**src/rtl/ls161_pkg.sv**
```systemverilog
// rtl/ls161_pkg.sv - shared types and constants for the My74LS161 sequencer
//
// Purpose: state encoding for the sequencer FSM and the counter terminal value.
// Ports: none (package).
package ls161_pkg;

   typedef enum logic [2:0] {
      IDLE    = 3'd0,
      PRELOAD = 3'd1,
      RUN     = 3'd2,
      DONE    = 3'd3,
      ABORT   = 3'd4
   } state_t;

   localparam logic [3:0] LS161_MAX = 4'd15;

endpackage

```
**src/rtl/ls161_seq_ctrl.sv**
```systemverilog
// rtl/ls161_seq_ctrl.sv - programmable divider/timer sequencer for one My74LS161
//
// Purpose: drives the CR/Ld/CTT/CTP/D pins of a 4-bit counter so that it counts a
// mod-(16-preset) period, reloading on terminal count, and counts a programmable
// number of terminal events per run (one-shot or auto-restart).
// Ports:
//   CP, CR                 clock (rising edge) and asynchronous active-high reset
//   start, abort           one-cycle host requests; abort has highest priority
//   pause                  level; freezes counting while high in RUN
//   preset, cycles         run operands, latched on an accepted start
//   reload_mode            0 one-shot, 1 auto-restart
//   ctr_q, ctr_co          counter Q and carry-out
//   ctr_cr_n, ctr_ld_n     counter clear / synchronous load, active-low
//   ctr_ctt, ctr_ctp, ctr_d counter enables and load data
//   busy, tick, done, err  host status; tick/done/err are one-cycle pulses
//   remaining              terminal counts left in the current run
module ls161_seq_ctrl
   import ls161_pkg::*;
#(
   parameter int CYC_W = 8
) (
   input  logic             CP,
   input  logic             CR,
   input  logic             start,
   input  logic [3:0]       preset,
   input  logic [CYC_W-1:0] cycles,
   input  logic             reload_mode,
   input  logic             pause,
   input  logic             abort,
   input  logic [3:0]       ctr_q,
   input  logic             ctr_co,
   output logic             ctr_cr_n,
   output logic             ctr_ld_n,
   output logic             ctr_ctt,
   output logic             ctr_ctp,
   output logic [3:0]       ctr_d,
   output logic             busy,
   output logic             tick,
   output logic             done,
   output logic             err,
   output logic [CYC_W-1:0] remaining
);

   localparam logic [CYC_W-1:0] ONE = CYC_W'(1);

   state_t           state, state_nx;
   logic [3:0]       preset_r;
   logic [CYC_W-1:0] cycles_r;
   logic             mode_r;
   logic             err_r;
   logic             done_r;
   logic             qual;
   logic             clr;
   logic             done_st;

   // A terminal count only counts while running and not paused; while paused at
   // Q==15 the load stays off and CTP is low, so the counter simply holds 15.
   assign qual = (state == RUN) & ctr_co & (ctr_q == LS161_MAX) & ~pause;

   always_comb begin
      state_nx = state;
      ctr_ctt  = 1'b0;
      ctr_ctp  = 1'b0;
      ctr_ld_n = 1'b1;
      clr      = 1'b0;
      busy     = 1'b0;
      tick     = 1'b0;
      done_st  = 1'b0;
      case (state)
         IDLE: begin
            if (start && (cycles != '0))
               state_nx = PRELOAD;
         end
         PRELOAD: begin
            busy     = 1'b1;
            ctr_ld_n = 1'b0;
            state_nx = abort ? ABORT : RUN;
         end
         RUN: begin
            busy     = 1'b1;
            ctr_ctt  = 1'b1;
            ctr_ctp  = ~pause;
            tick     = qual;
            // Reload the preset instead of letting the counter wrap 15->0.
            ctr_ld_n = ~qual;
            if (abort)
               state_nx = ABORT;
            else if (qual && (remaining == ONE) && !mode_r)
               state_nx = DONE;
         end
         DONE: begin
            done_st  = 1'b1;
            state_nx = abort ? ABORT : IDLE;
         end
         ABORT: begin
            clr      = 1'b1;
            state_nx = IDLE;
         end
         default: state_nx = IDLE;
      endcase
   end

   // Clear follows CR combinationally so the counter is held clear during reset.
   assign ctr_cr_n = ~(CR | clr);
   assign ctr_d    = preset_r;
   assign done     = done_st | done_r;
   assign err      = err_r;

   always_ff @(posedge CP or posedge CR) begin
      if (CR) begin
         state     <= IDLE;
         preset_r  <= 4'd0;
         cycles_r  <= '0;
         mode_r    <= 1'b0;
         remaining <= '0;
         err_r     <= 1'b0;
         done_r    <= 1'b0;
      end else begin
         state  <= state_nx;
         err_r  <= 1'b0;
         done_r <= 1'b0;
         case (state)
            IDLE: begin
               if (start) begin
                  if (cycles != '0) begin
                     preset_r  <= preset;
                     cycles_r  <= cycles;
                     mode_r    <= reload_mode;
                     remaining <= cycles;
                  end else begin
                     err_r <= 1'b1;
                  end
               end
            end
            RUN: begin
               if (qual && !abort) begin
                  if ((remaining == ONE) && mode_r) begin
                     remaining <= cycles_r;
                     done_r    <= 1'b1;
                  end else begin
                     remaining <= remaining - ONE;
                  end
               end
            end
            ABORT: remaining <= '0;
            default: ;
         endcase
      end
   end

endmodule
```
**config.mk**
```make
export PLATFORM = sky130hd
export DESIGN_NAME = ls161_seq_ctrl
export DESIGN_NICKNAME = d
export VERILOG_FILES = /design/src/rtl/ls161_pkg.sv /design/src/rtl/ls161_seq_ctrl.sv
export SDC_FILE = /design/constraint.sdc
export NUM_CORES = 1
export LEC_CHECK = 0
export ABC_AREA = 1
export CORE_MARGIN = 2
export CORE_UTILIZATION = 48
export DETAILED_ROUTE_END_ITERATION = 10
export GPL_TIMING_DRIVEN = 0
export PLACE_DENSITY = 0.79
export SLEW_MARGIN = 0
export SYNTH_ARGS = -nofsm -noshare
export SYNTH_HDL_FRONTEND = slang
export SYNTH_SLANG_ARGS = --single-unit
```
**constraint.sdc**
```tcl
create_clock -name CP -period 1.9 [get_ports CP]
set_input_delay 0.38 -clock CP [delete_from_list [all_inputs] [get_ports CP]]
set_output_delay 0.38 -clock CP [all_outputs]
set_load 0.01 [all_outputs]
```
==> flow_summary_export.csv, run 1 <==
group,metric,value,unit
yosys,synthAdderAreaFrac,0.01548,
die,dieArea,3848,um^2
setup_path,critPathLaunchType,"flip-flop",
die,die_x,62.03,um
global_routing,first_global_vias,1431,
setup_path,timing.critical_path.fanout_max,4,
placement,gp_congestion,0.8634,
yosys,synth_edf_count,0,
clock_network,cts_tree,"done",
clock_network,cts_buffers,3,
global_routing,grt_pass1_wl,6.161,mm
yosys,ys.warnings.count,0,
yosys,syn-mean-instance-area,7.153,um^2
power,p_seq_frac,0.303,
layout,antenna_cells,0,
timing,report.final.setup_viol,0,
yosys,synth_top_family_by_area,"simple AND/OR/NAND/NOR gates",
die,core-area,3284,um^2
layout,syn2layout_area_growth,35.60,%
clock_network,clkSlewWorstSetupHoldPaths,0.14,ns
global_routing,overflow,0,
layout,layout-drive-gt1-share,0.1577,
setup_path,worst_path_max_delay_cell,"dfrtp_1",
drt,first_pass_iters,4,
power,p_total,3.274,mW
drt,routed_wl,3.737,mm
clock_network,cts_buffer_depth,2,
run,drv_cap,0,
global_routing,grtUsageTotal,0.2169,
layout,fin_nets,305,
yosys,synthXorXnorAreaFrac,0.005418,
drt,wl_per_cell,11.50,um
yosys,synth_simple_gate_area_frac,0.3916,
timing,fin_ws,0.07255,ns
timing,period_minus_slack,1.827,ns
drt,first_iter_violations,132,
timing,drv_slew,0,
placement,io_buffer_count,42,
timing,finalCritPeriodShare,0.9618,
drt,via_per_inst,4.766,
die,die_y,62.03,um
timing,tightest_slew,0.9991,ns
clock_network,cts-root-buf,"clkbuf_4",
placement,place.detailed.hpwl,2.772,mm
power,p_leak,1.138,nW
die,rows,21,
power,switching_power,1.453,mW
yosys,yosysTopAreaCell,"dfrtp_1",
setup_path,end_kind,"output pin",
setup_path,critPathTopFamily,"flip-flops",
yosys,synth.ff_latch_count,26,
drt,drc_errors,0,
timing,hold_viol,0,
power,internal-power,1.821,mW
setup_path,critical_path_arrival,1.45,ns
outcome,status,"finished, final reports clean",
yosys,synth_cells,226,
drt,postRouteAntennaNets,0,
power,pwr_density_cell,1494,nW/um^2
yosys,yosys.cell_count.top_type,"nand2_1",
global_routing,grt_max_degree,27,
setup_path,cp.required,1.52,ns
layout,post-route-util,0.6674,
power,swShare,0.4437,
setup_path,crit_chain,"inv_2, nand2_4, nor2_4, buf_6, nand3_4, inv_2, o21ai_0, buf_2",
placement,place_ws,-0.3198,ns
drt,vias,1549,
timing,clock_skew,0.001391,ns
setup_path,setup.worst_path.class,"flip-flop to output pin",
yosys,ys.flop_type,"dfrtp_1",
yosys,synth.yosys.seq_area_share,0.4025,
setup_path,cp_common_cell,"inv_2",
setup_path,cpPeakStageDelay,0.42,ns
yosys,synthesis.nets,251,
die,io_pins,43,
layout,n_fill_cell,293,
yosys,yosys-mux-area-fraction,0,
power,p_clk_frac,0.117,
timing,maxSlewHeadroom,0.3332,
global_routing,antenna_found_initial,0,
power,ir_drop,833.3,uV
yosys,synth_top_area_frac,0.4025,
timing,rsz0062_at_grt,"yes",
clock_network,htreeDepth,1,
yosys,async_flop_share,1.000,
yosys,syn_area,1617,um^2
yosys,yosysUniqueCellTypes,27,
clock_network,clock_latency,0.32,ns
power,p_comb_frac,0.580,
worst_hold_path,min_path_type,"flip-flop to flip-flop",
yosys,synth_common_cells,"nand2_1, inv_1, dfrtp_1",
die,initial_utilization,0.4922,
timing,max_clock_freq,0.5472,GHz
setup_path,cp.buffers_inverters,4,
yosys,synth_compound_area_frac,0.08514,
clock_network,hold_buffers,0,
yosys,synth_area_leaders,"dfrtp_1, nand2_1, inv_1",
clock_network,cts.sinks,26,
## metrics by stage
stage / setup TNS, ns / instances / instance area, um^2 / hold WS (ns)
5_1_grt: -0.02292 / 325 / 2192 / 0.5473
4_1_cts: 0 / 322 / 2176 / 0.5142
6_report: 0 / 325 / 2192 / 0.5057
2_1_floorplan: 0 / 226 / 1617 / 0.4200
3_5_place_dp: -1.245 / 314 / 2095 / 0.4796
3_3_place_gp: -0.8112 / 314 / 2095 / 0.4722
## sequential cells by signal, indices dropped and copies added, names as in the netlist
register   cells
cycles_r       8
state          3
remaining      8
err            1
mode_r         1
ctr_d          4
done_r         1
## power groups by stage
stage	Combinational [mW]	Sequential [mW]	Clock, mW
global placement	1.81	1.00	0
detailed placement	1.84	1.01	0
finish	1.90	0.992	0.383
global route	2.14	1.03	0.420
floorplan	1.18	1.03	0
CTS	1.89	0.990	0.397
## routing by layer
metal / part of all wire / vias to the layer above / global-route usage
met2: 0.48 / 42 / 0.3705
met4: 0.017 / 0 / 0.06991
met5: 0 / - / 0
met1: 0.46 / 686 / 0.2883
li1: - / 814 / -
met3: 0.040 / 7 / 0.02070
## worst min-delay path: stages, from the launching register on
cell	delay [ns]
dfrtp_1	0.37
nand2_1	0.05
o21ai_1	0.06
## repair_timing
item	CTS	global route
pin swaps	1	1
endpoints found under the setup margin	7	5
setup buffers	4	3
resized for setup	20	5
## path summary, 6_finish.rpt
path                       startpoint            to  slack, ns  cells past startpoint
setup reg to reg             state[2]  remaining[5]       0.33                     10
setup / recovery             state[2]      ctr_ld_n       0.07                      8
hold reg to reg              ctr_d[0]      ctr_d[0]       0.51                      2
hold / removal               ctr_d[0]      ctr_d[0]       0.51                      2
max in group asynchronous          CR      state[1]       0.63                      2
min in group asynchronous          CR      ctr_d[0]       0.60                      2
## cells by family after synthesis
group                    Yosys count
XOR/XNOR                           1
adder cells (fa/ha/maj)            2
flip-flops                        26
AO/OA/AOI/OAI                     25
AND/OR/NAND/NOR                  131
buffers and inverters             41
## cells in the final DEF (no fill, tap or decap), types with 3 or more instances in the layout
cell             count
o21ai_1              9
nor2_2               6
inv_2                6
buf_4                6
clkdlybuf4s50_1     35
inv_1               31
dfrtp_1             25
nand3_1             22
nor2_1              16
a21oi_1              8
buf_2                5
nand2_1             72
o21ai_0              5
clkbuf_4             3
## final cells by class
type / count / area (um^2) / area share
Buffer: 4 / 26.28 / 0.01199
Clock buffer: 3 / 22.52 / 0.01027
Clock inverter: 1 / 30.03 / 0.01370
Inverter: 37 / 138.9 / 0.06336
Multi-Input combinational cell: 159 / 809.5 / 0.3693
Sequential cell: 26 / 651.9 / 0.2974
Tap cell: 46 / 57.56 / 0.02626
Timing Repair Buffer: 49 / 455.4 / 0.2078
Power figures use the tool's default switching activity.
==> inputs of run 2 (changes only) <==
--- a/config.mk
+++ b/config.mk
@@ -10,6 +10,7 @@
 export CORE_UTILIZATION = 48
 export DETAILED_ROUTE_END_ITERATION = 10
 export GPL_TIMING_DRIVEN = 0
+export HOLD_SLACK_MARGIN = 0.1
 export PLACE_DENSITY = 0.79
 export SLEW_MARGIN = 0
 export SYNTH_ARGS = -nofsm -noshare
==> results of run 2 <==
Final layout, timing and power as in run 1 (identical DEF).
